===== src/rtl/stopwatch_pkg.sv =====
// Shared encodings and constants for the mm:ss.cc stopwatch datapath.
package stopwatch_pkg;

   typedef enum logic [1:0] {
      StIdle  = 2'd0,
      StRun   = 2'd1,
      StPause = 2'd2
   } sw_state_e;

   localparam int unsigned DigitW    = 4;
   localparam int unsigned NumDigits = 6;
   localparam int unsigned DispW     = DigitW * NumDigits;

   localparam int unsigned ModTen = 10;
   localparam int unsigned ModSix = 6;

   // Nibble positions inside disp_digits, counted from the LSB.
   localparam int unsigned IdxCsU  = 0;
   localparam int unsigned IdxCsT  = 1;
   localparam int unsigned IdxSecU = 2;
   localparam int unsigned IdxSecT = 3;
   localparam int unsigned IdxMinU = 4;
   localparam int unsigned IdxMinT = 5;

   function automatic int unsigned digit_modulus(input int unsigned idx);
      return (idx == IdxSecT || idx == IdxMinT) ? ModSix : ModTen;
   endfunction

endpackage


===== src/rtl/stopwatch_core_bcd_digit_counter.sv =====
// One BCD digit: synchronous clear wins over increment, carry is combinational.
module bcd_digit_counter
   import stopwatch_pkg::*;
#(
   parameter int unsigned MODULUS = ModTen
) (
   input  logic              twentyFive_mhz_clk,
   input  logic              reset,
   input  logic              inc,
   input  logic              clr,
   output logic [DigitW-1:0] digit,
   output logic              carry
);

   localparam logic [DigitW-1:0] Last = DigitW'(MODULUS - 1);

   logic [DigitW-1:0] digit_q, digit_d;

   always_comb begin
      digit_d = digit_q;
      if (clr) begin
         digit_d = '0;
      end else if (inc) begin
         digit_d = (digit_q == Last) ? '0 : digit_q + 1'b1;
      end
   end

   always_ff @(posedge twentyFive_mhz_clk or posedge reset) begin
      if (reset) begin
         digit_q <= '0;
      end else begin
         digit_q <= digit_d;
      end
   end

   assign digit = digit_q;
   assign carry = inc & (digit_q == Last);

endmodule


===== src/rtl/stopwatch_core.sv =====
// Centisecond prescaler, start/stop/lap/clear FSM and BCD mm:ss.cc time counter
// driven from the divider's 10 kHz output.
module stopwatch_core
   import stopwatch_pkg::*;
#(
   parameter int unsigned TICKS_PER_CS = 100,
   parameter int unsigned MAX_MIN      = 59
) (
   input  logic             twentyFive_mhz_clk,
   input  logic             reset,
   input  logic             ten_khz_clk,
   input  logic             start_stop,
   input  logic             lap,
   input  logic             clear,
   output logic [DispW-1:0] disp_digits,
   output logic             running,
   output logic             lap_hold,
   output logic             cs_tick,
   output logic             wrap
);

   localparam int unsigned PrescW = (TICKS_PER_CS > 1) ? $clog2(TICKS_PER_CS) : 1;
   localparam logic [PrescW-1:0] PrescLast = PrescW'(TICKS_PER_CS - 1);

   localparam logic [DigitW-1:0] MaxMinT = DigitW'(MAX_MIN / 10);
   localparam logic [DigitW-1:0] MaxMinU = DigitW'(MAX_MIN % 10);
   localparam logic [DispW-1:0]  MaxTime = {MaxMinT, MaxMinU, 4'd5, 4'd9, 4'd9, 4'd9};

   // Edge detect on the divider output
   logic tk_q1, tk_q2, tk_rise;

   always_ff @(posedge twentyFive_mhz_clk or posedge reset) begin
      if (reset) begin
         tk_q1 <= 1'b0;
         tk_q2 <= 1'b0;
      end else begin
         tk_q1 <= ten_khz_clk;
         tk_q2 <= tk_q1;
      end
   end

   assign tk_rise = tk_q1 & ~tk_q2;

   // Command priority: clear > start_stop > lap, lower ones dropped
   logic cmd_clear, cmd_ss, cmd_lap;

   assign cmd_clear = clear;
   assign cmd_ss    = start_stop & ~clear;
   assign cmd_lap   = lap & ~clear & ~start_stop;

   // FSM
   sw_state_e state_q, state_d;
   logic      in_run, clear_ok;

   assign in_run   = (state_q == StRun);
   assign clear_ok = cmd_clear & ~in_run;

   always_ff @(posedge twentyFive_mhz_clk or posedge reset) begin
      if (reset) begin
         state_q <= StIdle;
      end else begin
         state_q <= state_d;
      end
   end

   always_comb begin
      state_d = state_q;
      case (state_q)
         StIdle: begin
            if (cmd_ss) state_d = StRun;
         end
         StRun: begin
            if (cmd_ss) state_d = StPause;
         end
         StPause: begin
            if (clear_ok) begin
               state_d = StIdle;
            end else if (cmd_ss) begin
               state_d = StRun;
            end
         end
         default: state_d = StIdle;
      endcase
   end

   always_comb begin
      running = (state_q == StRun);
   end

   // Prescaler holds in PAUSE so the sub-centisecond fraction survives a stop
   logic [PrescW-1:0] presc_q, presc_d;
   logic              at_term, advance;

   assign at_term = (presc_q == PrescLast);
   assign advance = in_run & tk_rise & at_term;

   always_comb begin
      presc_d = presc_q;
      if (clear_ok) begin
         presc_d = '0;
      end else if (in_run && tk_rise) begin
         presc_d = at_term ? '0 : presc_q + 1'b1;
      end
   end

   always_ff @(posedge twentyFive_mhz_clk or posedge reset) begin
      if (reset) begin
         presc_q <= '0;
      end else begin
         presc_q <= presc_d;
      end
   end

   // Time counter: carry chain of six digits, wrap clears all at MAX_MIN:59.99
   logic [DispW-1:0]   live_time;
   logic [NumDigits:0] inc_chain;
   logic               at_max, wrap_evt, time_clr;

   assign inc_chain[0] = advance;
   assign at_max       = (live_time == MaxTime);
   // The top carry can only fire at 59:59.99, which at_max already covers.
   assign wrap_evt     = (advance & at_max) | inc_chain[NumDigits];
   assign time_clr     = clear_ok | wrap_evt;

   for (genvar gi = 0; gi < NumDigits; gi++) begin : g_digit
      bcd_digit_counter #(
         .MODULUS (digit_modulus(gi))
      ) u_digit (
         .twentyFive_mhz_clk (twentyFive_mhz_clk),
         .reset              (reset),
         .inc                (inc_chain[gi]),
         .clr                (time_clr),
         .digit              (live_time[gi*DigitW +: DigitW]),
         .carry              (inc_chain[gi+1])
      );
   end

   // Lap snapshot captures the pre-advance time of the same cycle
   logic             lap_hold_q, lap_hold_d;
   logic [DispW-1:0] snap_q, snap_d;

   always_comb begin
      lap_hold_d = lap_hold_q;
      snap_d     = snap_q;
      if (clear_ok) begin
         lap_hold_d = 1'b0;
      end else if (cmd_lap) begin
         if (lap_hold_q) begin
            if (state_q != StIdle) lap_hold_d = 1'b0;
         end else if (in_run) begin
            lap_hold_d = 1'b1;
            snap_d     = live_time;
         end
      end
   end

   always_ff @(posedge twentyFive_mhz_clk or posedge reset) begin
      if (reset) begin
         lap_hold_q <= 1'b0;
         snap_q     <= '0;
      end else begin
         lap_hold_q <= lap_hold_d;
         snap_q     <= snap_d;
      end
   end

   // Registered outputs
   logic [DispW-1:0] disp_q;
   logic             cs_tick_q, wrap_q;

   always_ff @(posedge twentyFive_mhz_clk or posedge reset) begin
      if (reset) begin
         disp_q    <= '0;
         cs_tick_q <= 1'b0;
         wrap_q    <= 1'b0;
      end else begin
         disp_q    <= lap_hold_q ? snap_q : live_time;
         cs_tick_q <= advance;
         wrap_q    <= wrap_evt;
      end
   end

   assign disp_digits = disp_q;
   assign lap_hold    = lap_hold_q;
   assign cs_tick     = cs_tick_q;
   assign wrap        = wrap_q;

endmodule


===== config.mk =====
export PLATFORM = sky130hd
export DESIGN_NAME = stopwatch_core
export DESIGN_NICKNAME = d
export VERILOG_FILES = /design/src/rtl/stopwatch_pkg.sv /design/src/rtl/stopwatch_core_bcd_digit_counter.sv /design/src/rtl/stopwatch_core.sv
export SDC_FILE = /design/constraint.sdc
export NUM_CORES = 1
export LEC_CHECK = 0
export BUFFER_PORTS_ARGS = -buffer_cell sky130_fd_sc_hd__buf_2
export CAP_MARGIN = 10
export CORE_MARGIN = 2
export CORE_UTILIZATION = 49
export CTS_CLUSTER_SIZE = 16
export DETAILED_ROUTE_END_ITERATION = 10
export PLACE_DENSITY = 0.71
export SLEW_MARGIN = 30
export SYNTH_ARGS = -nofsm -noshare
export SYNTH_HDL_FRONTEND = slang
export SYNTH_SLANG_ARGS = --single-unit

===== constraint.sdc =====
create_clock -name twentyFive_mhz_clk -period 2.6 [get_ports twentyFive_mhz_clk]
set_input_delay 0.52 -clock twentyFive_mhz_clk [delete_from_list [all_inputs] [get_ports twentyFive_mhz_clk]]
set_output_delay 0.52 -clock twentyFive_mhz_clk [all_outputs]
set_load 0.01 [all_outputs]

==> summary.md <==
| Metric | Value |
|---|---|
| Largest cells by area after synthesis | sky130_fd_sc_hd__dfrtp_1, sky130_fd_sc_hd__mux2_2, sky130_fd_sc_hd__ha_1, sky130_fd_sc_hd__a21oi_1, sky130_fd_sc_hd__o21ai_0 |
| Footprint of the multi-input gates | 1670 µm² |
| Most instantiated library cell after synthesis | sky130_fd_sc_hd__dfrtp_1 |
| CP cell instances | inv_1 > ha_1 > and3b_1 > nand4_4 > or4_1 > a21oi_1 |
| Initial antenna violation count | 0 |
| Area delta synth->final | 12.7% |
| Vias post-DR | 2645 |
| Net Sw Power | 669 µW |
| Share of power burned in the clock network | 37.3% |
| Synthesized netlist cell count | 340 |
| GRT Residual Overflow | 0 |
| Total number of placement rows | 32 |
| Worst Clk Skew | 0.0127 ns |
| Clock insertion delay at the later pin of the skew report | 0.36 ns |
| Ys async rst share | 100% |
| Register area share after synthesis | 54.7% |
| Buffers & Inverters on Critical Path | 1 |
| Number of buffers added by the clock tree synthesis step | 9 |
| Width of the die | approximately 94 µm |
| Arrival time at the worst endpoint | around 2.4 ns |
| Area share of the largest cell type after synthesis | between 50% and 60% |
| Maximum capacitance violations | 0 |
| Final hold violation count | 0 |
| Number of enable flip-flop cells after synthesis | 0 |
| Post-CTS resize count | 0 |
| Top fanout value on the critical path | 25 |
| Final core area utilization | 57.1% |
| Accumulated negative setup slack | 0 ns |
| Proportion of power drawn by combinational gates | 10.4% |
| Std-Cell Core Area | 7770 µm² |
| Via count of the first global-routing pass | 2449 |
| H-Tree Level Count | 3 |
| Number of post-CTS setup repair buffers | 0 |
| Pins Over Slew Limit | 0 |
| Ys flop type | sky130_fd_sc_hd__dfrtp_1 |
| Hold Slack | between 0.2 and 0.3 ns |
| Cell area after synthesis | roughly 3900 µm² |
| CP delay by family, top | simple AND/OR/NAND/NOR gates |
| Root cell of the clock tree | sky130_fd_sc_hd__clkbuf_8 |
| Setup repair after global routing missed its margin | false |
| Worst Hold Class | input pin to register |
| Crit-path slowest cell | sky130_fd_sc_hd__or4_1 |
| Detailed-route wire length | around 6800 µm |
| TritonCTS clock tree | built |
| Endpoint kind of the worst setup timing path | register |
| Final setup violation count | 0 |
| Cell total after placement | between 400 and 500 |
| Number of I/O pins | 34 |
| Clock input transition at the sequential cells of the worst setup and hold paths | 0.08 ns |
| Routability cong. | slightly above 0.8 |
| Period utilisation layout | between 80% and 90% |
| Vias per inst | 5.49 |
| Number of iterations in the first detailed-routing pass | 4 |
| Number of warnings reported in the yosys synthesis log | 0 |
| Power density over cell area | 599 nW/µm² |
| Per-cell routed wire length | between 10 and 15 µm |
| Buffer depth of the longest clock path | 2 |
| Storage element area | 2150 µm² |
| Clock tree sinks | 86 |
| Transition time at the pin with the least slew margin | 0.532 ns |
| Leakage power summed over all cells | around 0.0022 µW |
| Yosys top cell by area | sky130_fd_sc_hd__dfrtp_1 |
| Mean Syn Cell Area | 11.6 µm² |
| Detailed Route Iter0 Violations | 110 |
| Worst stage delay on the critical path | 0.59 ns |
| Height of the chip | 93.6 µm |
| Wire length of the first global-routing pass | 11700 µm |
| # fillers | 686 |
| Run status | completed |
| Top post-synthesis cells by count | sky130_fd_sc_hd__dfrtp_1, sky130_fd_sc_hd__mux2_2, sky130_fd_sc_hd__nand2_1, sky130_fd_sc_hd__a21oi_1, sky130_fd_sc_hd__o21ai_0 |
| Fraction of layout instances using a drive strength above 1 | a little over a quarter |
| Distinct cell type count after synthesis | 46 |
| FMAX | 466 MHz |
| DRC viols | 0 |
| Cell internal power dissipation | 1990 µW |
| Start-to-end type of the worst setup path | register to register |
| Remaining max-slew budget at the tightest pin | between 60% and 70% |
| Syn Nets | 359 |
| GRT Util Overall | 17.1% |
| Pin count of the biggest net entering global routing | 87 |
| Finished Cell Area | approximately 4400 µm² |
| Initial standard-cell utilization of the core | 50.7% |
| Final antenna diode count | 0 |
| Remaining antenna violation count after routing | 0 |
| Crit start category | register |
| Switching share of power | 25.2% |
| Max rail drop VDD | slightly above 0.3 mV |
| Sequential cell fraction of total power | 52.2% |
| Number of hold-repair buffers added at the cts stage | 0 |
| Floorplan die area | roughly 8800 µm² |
| Required time of the worst setup path | 2.88 ns |
| Clock period minus worst slack | approximately 2.1 ns |
| Post-route insts no fill | between 400 and 500 |
| IO buf count | 33 |
| Cell Area, Placed | between 4000 and 5000 µm² |
| Final-stage net count | around 400 |
| Total of flip-flops plus latches after synthesis | 86 |
| DPL Wire Length | 4400 µm |
[per-stage QoR]
| stage | total power, µW | worst slack, ns |
|---|---|---|
| after floorplan | 1620 | 0.750 |
| after global placement | 1690 | 0.602 |
| after detailed placement | 1690 | 0.492 |
| after CTS | 2680 | 0.446 |
| after global routing | 2790 | 0.247 |
| final | 2660 | 0.456 |
[cells by family (layout without fill, tap and decap cells)]
kind of cell / Yosys count / after routing / share of synthesized area, %
flops: 86 / 86 / 54.7
buf+inv: 27 / 67 / 2.93
fa+ha+maj: 13 / 13 / 4.13
xor+xnor: 4 / 4 / 0.890
mux: 43 / 43 / 12.3
simple gates: 103 / 103 / 15.7
compound gates: 64 / 64 / 9.41
[power by group through the flow]
stage / Clock, µW / Sequential (µW) / Combinational (µW)
floorplan: 0 / 1410 / 208
global placement: 0 / 1410 / 276
detailed placement: 0 / 1410 / 279
CTS: 1020 / 1390 / 281
global route: 1080 / 1390 / 308
finish: 991 / 1390 / 276
[registers in the layout, indices dropped and copies added, names as in the netlist, 2 cells and up]
| name | cells |
|---|---|
| g_digit.u_digit.digit | 24 |
| snap_q | 24 |
| disp_digits | 24 |
| presc_q | 7 |
| state_q | 2 |
[layer usage]
metal,GRT usage [%],part of all wire [%],wire length (µm),up-vias
li1,-,-,-,1299
met1,23.6,47,3230,1290
met2,26.9,48,3250,47
met3,4.11,3.9,268,9
met4,5.07,1.1,76,0
met5,0,0,0,-
[path summary, 6_finish.rpt]
kind / start / endpoint / slack (ns) / cells after the start
min in group asynchronous: reset / disp_digits[9] / 0.29 / 3
worst min-delay path: ten_khz_clk / tk_q1 / 0.27 / 1
worst max-delay path: g_digit[0].u_digit.digit[1] / g_digit[2].u_digit.digit[1] / 0.46 / 6
worst max register to register: g_digit[0].u_digit.digit[1] / g_digit[2].u_digit.digit[1] / 0.46 / 6
max in group asynchronous: reset / state_q[1] / 1.97 / 3
worst min register to register: tk_q1 / tk_q2 / 0.41 / 0
[layout make-up]
class / instances / area share, %
multi-input combinational: 227 / 37.6
clock inverter: 4 / 1.21
tap: 102 / 2.88
timing repair buffer: 38 / 4.85
clock buffer: 12 / 3.72
sequential: 86 / 48.5
inverter: 13 / 1.19
[layout by cell type (no fill, tap or decap), types with 10 or more instances in the layout]
master                     instances
sky130_fd_sc_hd__buf_2            33
sky130_fd_sc_hd__nand3_1          12
sky130_fd_sc_hd__clkbuf_8         12
sky130_fd_sc_hd__ha_1             13
sky130_fd_sc_hd__o21ai_0          22
sky130_fd_sc_hd__inv_1            12
sky130_fd_sc_hd__a21oi_1          24
sky130_fd_sc_hd__nor2_1           14
sky130_fd_sc_hd__nand2_1          28
sky130_fd_sc_hd__dfrtp_1          86
sky130_fd_sc_hd__mux2_2           42
sky130_fd_sc_hd__or4_1            10
No activity file was read; power rests on OpenSTA's default activity.
